--- src/rtl/uart_pkg.sv ---
// Shared UART constants: arbiter state encoding, baud divisors at 50 MHz and the default frame watchdog.
package uart_pkg;

  localparam logic [1:0] ST_IDLE     = 2'd0;
  localparam logic [1:0] ST_SEND     = 2'd1;
  localparam logic [1:0] ST_WAIT_LOW = 2'd2;

  typedef enum logic [1:0] {
    S_IDLE     = ST_IDLE,
    S_SEND     = ST_SEND,
    S_WAIT_LOW = ST_WAIT_LOW
  } tx_state_e;

  localparam int BAUD_DIV_9600   = 32'd5208;
  localparam int BAUD_DIV_19200  = 32'd2604;
  localparam int BAUD_DIV_38400  = 32'd1302;
  localparam int BAUD_DIV_57600  = 32'd868;
  localparam int BAUD_DIV_115200 = 32'd434;

  // 12 bit-times at 9600 bps on a 50 MHz clock, with margin
  localparam int DEFAULT_TIMEOUT_CYC = 32'd70000;

endpackage

--- src/rtl/rr_arbiter.sv ---
// Combinational round-robin grant: the first requester after rr_last (modulo N) wins.
module rr_arbiter #(
  parameter int N  = 2,
  parameter int IW = $clog2(N)
) (
  input  logic [N-1:0]  req,
  input  logic [IW-1:0] rr_last,
  output logic [N-1:0]  grant,
  output logic [IW-1:0] grant_idx,
  output logic          grant_valid
);

  // Scan from farthest to nearest so the nearest requester after rr_last overwrites the others
  always_comb begin
    logic [IW-1:0] cand_s;
    logic          hit_s;
    grant_idx   = '0;
    grant_valid = 1'b0;
    cand_s      = '0;
    hit_s       = 1'b0;
    for (int k = N; k >= 1; k--) begin
      cand_s      = IW'((int'(rr_last) + k) % N);
      hit_s       = req[cand_s];
      grant_idx   = hit_s ? cand_s : grant_idx;
      grant_valid = grant_valid | hit_s;
    end
  end

  // One-hot form of the selected index
  always_comb begin
    grant            = '0;
    grant[grant_idx] = grant_valid;
  end

endmodule

--- src/rtl/uart_tx_arbiter.sv ---
// Round-robin sharing of one uart_byte_tx between NUM_REQ byte producers, with a frame watchdog.
module uart_tx_arbiter
  import uart_pkg::*;
#(
  parameter int NUM_REQ     = 2,
  parameter int TIMEOUT_CYC = DEFAULT_TIMEOUT_CYC
) (
  input  logic                       Clk,
  input  logic                       Reset_n,
  input  logic [NUM_REQ-1:0]         req,
  input  logic [8*NUM_REQ-1:0]       req_data,
  output logic [NUM_REQ-1:0]         ack,
  output logic [$clog2(NUM_REQ)-1:0] owner,
  output logic                       busy,
  output logic                       done,
  output logic                       err,
  output logic                       tx_send_en,
  output logic [7:0]                 tx_data,
  input  logic                       tx_done
);

  localparam int IW = $clog2(NUM_REQ);
  localparam int CW = $clog2(TIMEOUT_CYC);

  tx_state_e            state_r;
  logic [CW-1:0]        cnt_r;
  logic [IW-1:0]        rr_last_r;
  logic [NUM_REQ-1:0]   grant_s;
  logic [IW-1:0]        grant_idx_s;
  logic                 grant_valid_s;
  logic [7:0]           byte_s;

  rr_arbiter #(
    .N  (NUM_REQ),
    .IW (IW)
  ) u_rr (
    .req         (req),
    .rr_last     (rr_last_r),
    .grant       (grant_s),
    .grant_idx   (grant_idx_s),
    .grant_valid (grant_valid_s)
  );

  // Byte of the winning requester, selected by the one-hot grant
  always_comb begin
    byte_s = 8'h00;
    for (int i = 0; i < NUM_REQ; i++) begin
      byte_s = byte_s | (req_data[8*i +: 8] & {8{grant_s[i]}});
    end
  end

  // Frame sequencer: grant, hold send_en until tx_done or watchdog, then wait for tx_done low
  always_ff @(posedge Clk or negedge Reset_n) begin
    if (!Reset_n) begin
      state_r    <= S_IDLE;
      cnt_r      <= '0;
      rr_last_r  <= IW'(NUM_REQ - 1);
      ack        <= '0;
      owner      <= '0;
      busy       <= 1'b0;
      done       <= 1'b0;
      err        <= 1'b0;
      tx_send_en <= 1'b0;
      tx_data    <= 8'h00;
    end else begin
      ack  <= '0;
      done <= 1'b0;
      err  <= 1'b0;
      case (state_r)
        S_IDLE: begin
          // A stale-high tx_done means the transmitter has not yet seen send_en drop
          if (grant_valid_s && !tx_done) begin
            tx_data    <= byte_s;
            ack        <= grant_s;
            owner      <= grant_idx_s;
            rr_last_r  <= grant_idx_s;
            tx_send_en <= 1'b1;
            busy       <= 1'b1;
            cnt_r      <= '0;
            state_r    <= S_SEND;
          end
        end
        S_SEND: begin
          if (tx_done) begin
            tx_send_en <= 1'b0;
            done       <= 1'b1;
            state_r    <= S_WAIT_LOW;
          end else if (cnt_r == CW'(TIMEOUT_CYC - 1)) begin
            tx_send_en <= 1'b0;
            err        <= 1'b1;
            state_r    <= S_WAIT_LOW;
          end else begin
            cnt_r <= cnt_r + CW'(1);
          end
        end
        S_WAIT_LOW: begin
          tx_send_en <= 1'b0;
          if (!tx_done) begin
            busy    <= 1'b0;
            state_r <= S_IDLE;
          end
        end
        default: begin
          tx_send_en <= 1'b0;
          busy       <= 1'b0;
          state_r    <= S_IDLE;
        end
      endcase
    end
  end

endmodule

--- config.mk ---
export PLATFORM = sky130hd
export DESIGN_NAME = uart_tx_arbiter
export DESIGN_NICKNAME = d
export VERILOG_FILES = /design/src/rtl/uart_pkg.sv /design/src/rtl/rr_arbiter.sv /design/src/rtl/uart_tx_arbiter.sv
export SDC_FILE = /design/constraint.sdc
export NUM_CORES = 1
export LEC_CHECK = 0
export BUFFER_PORTS_ARGS = -buffer_cell sky130_fd_sc_hd__buf_2
export CAP_MARGIN = 20
export CORE_ASPECT_RATIO = 0.5
export CORE_MARGIN = 4
export CORE_UTILIZATION = 30
export DETAILED_ROUTE_END_ITERATION = 16
export GPL_TIMING_DRIVEN = 0
export HOLD_SLACK_MARGIN = 0.03
export PLACE_DENSITY = 0.48
export SLEW_MARGIN = 20
export SYNTH_ARGS = -nofsm -noshare
export SYNTH_HDL_FRONTEND = slang
export SYNTH_HIERARCHICAL = 1
export SYNTH_SLANG_ARGS = --single-unit
--- constraint.sdc ---
create_clock -name Clk -period 2.4 [get_ports Clk]
set_input_delay 0.12 -clock Clk [delete_from_list [all_inputs] [get_ports Clk]]
set_output_delay 0.12 -clock Clk [all_outputs]
set_load 0.01 [all_outputs]
## Yosys cells after proc, flatten, opt, wreduce, memory -nomap -nowiden

Index checks and enable logic that the tools add are counted.

- Bits in writable memories: 0
- Memories kept: 0
- Latch bits: 0
- Bits in registers: 35
- Memory bits (read-only): 0
- Output and inout bits: 15
- Word-level logic and storage cells: 71

- Bitwise gates (word level): 6
- $add $sub $neg: 3
- Shift operators: 0
- Mux-type cells: 30
- Div/mod/pow operators: 0
- Reductions and logical operators: 10
- Equal/unequal tests: 8
- $mul: 0
- $lt $le $gt $ge: 4

Operators with widths:

| kind | count |
|---|---|
| $mux W17 | 3 |
| $pmux W17 S2 | 1 |
| $add A17 B1 Y17 const B | 1 |
| $eq A17 B17 Y1 const B | 1 |
| $and A8 B8 Y8 | 2 |
| $mux W1 | 16 |
| $mux W2 | 6 |
| $ne A2 B2 Y1 const B | 4 |
| $or A8 B8 Y8 | 1 |
| $lt A1 B2 Y1 const B | 3 |
| $pmux W2 S3 | 1 |
| $reduce_and A3 Y1 | 2 |
| $reduce_and A2 Y1 | 2 |
| $reduce_and A4 Y1 | 1 |
| $ne A3 B3 Y1 const B | 1 |
| $pmux W1 S3 | 1 |
| $add A1 B1 Y1 const B | 2 |
| $and A2 B2 Y2 | 1 |
| $eq A2 B1 Y1 const B | 1 |
| $eq A2 B2 Y1 const B | 1 |
| $logic_and A1 B1 Y1 | 2 |
| $logic_not A2 Y1 | 1 |
| $pmux W1 S2 | 1 |
| $reduce_bool A2 Y1 | 1 |
| other kinds (5) | 5 |

## Longest topological paths before layout

- Word-level depth: 12
- Depth in mapped cells: 8
- Mapped depth without buffers: 6

## Cells and area by module

Netlist, hierarchy kept.

By module, submodules not included:

| module | area an instance (sq um) | cells each | instances |
|---|---|---|---|
| uart_tx_arbiter | 1,833.0 | 183 | 1 |
| rr_arbiter | 32.5 | 5 | 1 |

## Least setup slack after synthesis

OpenSTA, ideal clock, no wires.

- Path kind: register to register
- Start point: reg cnt_r[0]
- End point: reg cnt_r[11]
- Arrival: 1.612 ns
- Cell stages (with the launch flop): 7
- Required time: 2.274 ns
- Path buffers: 1
- Slack: 0.662 ns
- Path through: dfrtp_1 ha_1 and4_1 and4_1 a21o_1 buf_6 a221o_1

- Word-level cells in the longest chain between the ends: 4

Ends and longest elaborated chain:

| what | RTL line | source |
|---|---|---|
| from (decl) | uart_tx_arbiter.sv:26 | `logic [CW-1:0] cnt_r;` |
| from (signal assigned) | uart_tx_arbiter.sv:93 | `cnt_r <= cnt_r + CW'(1);` |
| $add A17 B1 Y17 | uart_tx_arbiter.sv:93 |  |
| $mux W17 | uart_tx_arbiter.sv:88 | `end else if (cnt_r == CW'(TIMEOUT_CYC - 1)) begin` |
| $mux W17 | uart_tx_arbiter.sv:84 | `if (tx_done) begin` |
| $pmux W17 S2 | uart_tx_arbiter.sv:69 | `case (state_r)` |

Parallel ways exist; a longest one is shown, timed or not. The select of a mux whose other input is x is not followed.
A chain may end at the register's enable or synchronous reset.

## Final worst setup path

- Start point: reg state_r[1]
- End point: reg cnt_r[14]

- Word-level cells in the longest chain between the ends: 3

Ends and longest elaborated chain:

| what | RTL line | source |
|---|---|---|
| from (decl) | uart_tx_arbiter.sv:25 | `tx_state_e state_r;` |
| from (signal assigned) | uart_tx_arbiter.sv:55 | `state_r <= S_IDLE;` |
| from (signal assigned) | uart_tx_arbiter.sv:80 | `state_r <= S_SEND;` |
| from (signal assigned) | uart_tx_arbiter.sv:87 | `state_r <= S_WAIT_LOW;` |
| $eq A2 B1 Y1 / $logic_not A2 Y1 (equally long branches) | uart_tx_arbiter.sv:69 |  |
| $ne A2 B2 Y1 (no line) / $reduce_bool A2 Y1 (equally long branches) | - |  |
| $reduce_and A4 Y1 (no line) | - |  |

Parallel ways exist; a longest one is shown, timed or not.

==> reports/results.tsv <==
metric	value	unit
Worst VDD drop	0.3993	mV
critical path class	reg -> reg	
Root Buffer	clkbuf_16	
CTS Buf Count	5	
most instantiated cells after synthesis	dfrtp_1, nor2_1, a21oi_1	
Final Hold Fails	0	
gr usage total	12.40	%
Req. time, crit path	2.60	ns
initial antenna violation count	0	
area of the multi-input gates	887.1	µm²
Syn Nets	210	
Period minus WS final	1.912	ns
slowest CP cell	dfrtp_1	
Setup Fix Bufs, Post-CTS	0	
total wire length	4.498	mm
Clock Latency Late Sink	0.27	ns
Pre-Repair DR Iteration Count	4	
Post-Syn Area	1866	µm²
leakage power of the design	1.013	nW
synthesized area per cell	9.923	µm²
drt drc	0	
Rows	19	
DRT met1 WL	2.259	mm
# H-tree levels	2	
worst min path class	in -> reg	
sequential-to-total area share from yosys stat	47.02	%
Max stage delay on crit path	0.46	ns
Overall Power	1.951	mW
Sink Count	35	
status	finished clean	
Core Region	5753	µm²
post-DP HPWL	3.187	mm
Slew Limit Fails	0	
worst hold margin	0.1443	ns
Syn-to-layout area delta	23.07	%
max-cap check violation count	0	
largest net degree at the start of global routing	36	
Yosys cell types	41	
WL met2	1.968	mm
Fmax achieved	0.5231	GHz
Worst EP arrival	2.11	ns
dpl cell area	2146	µm²
Setup crit start kind	flip-flop	
met3 wire len	271	µm
DR vias/cell	4.962	
share of cells above drive strength 1	25.86	%
clk buf depth	2	
synth top area cells	dfrtp_1, nor2_1, a31oi_2	
flops & latches, synth	35	
setup tns final	0	ns
Storage cell area	877.1	µm²
Synth top area share	45.61	%
Worst-Margin Slew	0.8008	ns
post-CTS sizing	0	
cell with the most instances after synthesis	dfrtp_1	
Final setup viols	0	
Reg clk slew, reported paths	0.06	ns
chip height	63.76	µm
total grt overflow	0	
Critical Path Fanout Max	10	
Routed Antenna Nets	0	
Finished Layout Cells	316	
Post-Place Cells	307	
critical path, cell by cell	nand2b_1 -> clkbuf_1 -> nor2_1 -> clkbuf_1 -> a41oi_1 -> a31oi_2	
Final Skew	0.004020	ns
cell taking the most area after synthesis	dfrtp_1	
Final #Nets	253	
GPL Wtd Cong	0.7706	
cell area power density	849.6	nW/µm²
count of flip-flops with a built-in enable after synthesis	0	
Initial Util	32.43	%
DR iter-0 viols	40	
Yosys Warn Count	6	
die width	119.5	µm
vias in the first global route	1517	
vias after detailed routing	1568	
TritonCTS clock tree	built	
Post-Layout Inst Area	2296	µm²
wire length per cell	14.23	µm
uppermost routed layer	met3	
FILL cells	633	
Post-synth top flop	dfrtp_1	
fin crit share	79.66	%
Worst setup EP type	flip-flop	
Slew headroom	46.62	%
RSZ-0062 raised after global routing	false	
I/O Buffers	35	
die area	7621	µm²
Critical Path Most Common Cell	clkbuf_1	
first-pass GRT wire length	7.741	mm
io pins	36	
Synth Instances	188	
Synth async-reset ratio	100.0	%
Ant. Diodes	0	
[path summary, 6_finish.rpt]
check                       startpoint         end  slack [ns]  cells past startpoint
max                         state_r[1]   cnt_r[14]        0.49                      6
min in group asynchronous      Reset_n  tx_data[6]        0.48                      2
max in group asynchronous      Reset_n   cnt_r[12]        1.42                      2
max reg2reg                 state_r[1]   cnt_r[14]        0.49                      6
min                        req_data[8]  tx_data[0]        0.14                      3
min reg2reg                  rr_last_r   rr_last_r        0.50                      2
[worst max-delay path: cells and delay by family, from the launching register on]
| kind | cells | cell delay, ns |
|---|---|---|
| flip-flops | 1 | 0.46 |
| AO/OA/AOI/OAI | 2 | 0.40 |
| buffers and inverters | 2 | 0.63 |
| AND/OR/NAND/NOR | 2 | 0.33 |
[flip-flops by register name, indices dropped and copies added, names as in the netlist]
name / cells
ack: 2
busy: 1
cnt_r: 17
done: 1
err: 1
owner: 1
rr_last_r: 1
state_r: 2
tx_data: 8
tx_send_en: 1
[cells by family (layout without fill, tap and decap cells)]
logic type / Yosys count / in the layout / share of synthesized area (%)
multiplexers: 1 / 1 / 0.5366
flip-flops: 35 / 35 / 47.02
AO/OA/AOI/OAI: 66 / 66 / 26.83
AND/OR/NAND/NOR: 65 / 65 / 19.52
buffers and inverters: 20 / 64 / 5.433
adder cells (fa/ha/maj): 1 / 1 / 0.6706
[layer usage]
metal  vias to the layer above  global-route usage [%]
met2                        44                   18.89
met5                         -                       0
met4                         0                   1.284
met3                         0                   3.700
met1                       742                   18.08
li1                        782                       -
[metrics by stage]
| step | utilization, % | worst slack (ns) |
|---|---|---|
| after CTS | 39.91 | 0.4882 |
| after detailed placement | 37.30 | 0.4973 |
| after floorplan | - | 0.6624 |
| after global routing | 39.91 | 0.3307 |
| after global placement | 37.30 | 0.4966 |
| final | 39.91 | 0.4882 |
[layout make-up]
cell class / count / area share (%)
tap: 84 / 4.578
clock buffer: 5 / 5.450
multi-input combinational: 133 / 38.64
inverter: 8 / 1.417
buffer: 12 / 2.997
clock inverter: 3 / 0.6540
timing repair buffer: 36 / 8.065
sequential: 35 / 38.20
[report_power, final]
| part | total [mW] | switching (mW) | internal, mW |
|---|---|---|---|
| Combinational | 0.503 | 0.295 | 0.208 |
| Sequential | 0.821 | 0.0973 | 0.724 |
| Clock | 0.626 | 0.247 | 0.379 |
| Total | 1.95 | 0.639 | 1.31 |
[placed cells by master (no fill, tap or decap), drive strengths merged, types with 4 or more instances in the layout]
cell and instances:
inv 8, buf 41, nor2 18, a22oi 8
nand4 4, a31oi 15, nor3 5, a21oi 11
clkbuf 11, and2 4, nand2b 5, nand2 10
o21ai 9, a21o 5, dfrtp 34, nand3 6
[repair_timing]
| item | CTS | global route |
|---|---|---|
| hold endpoints to repair | 34 | 0 |
| setup endpoints to repair | 0 | 0 |
| hold buffers | 1 | 0 |
Note: power is estimated with default switching activity, not from simulation.
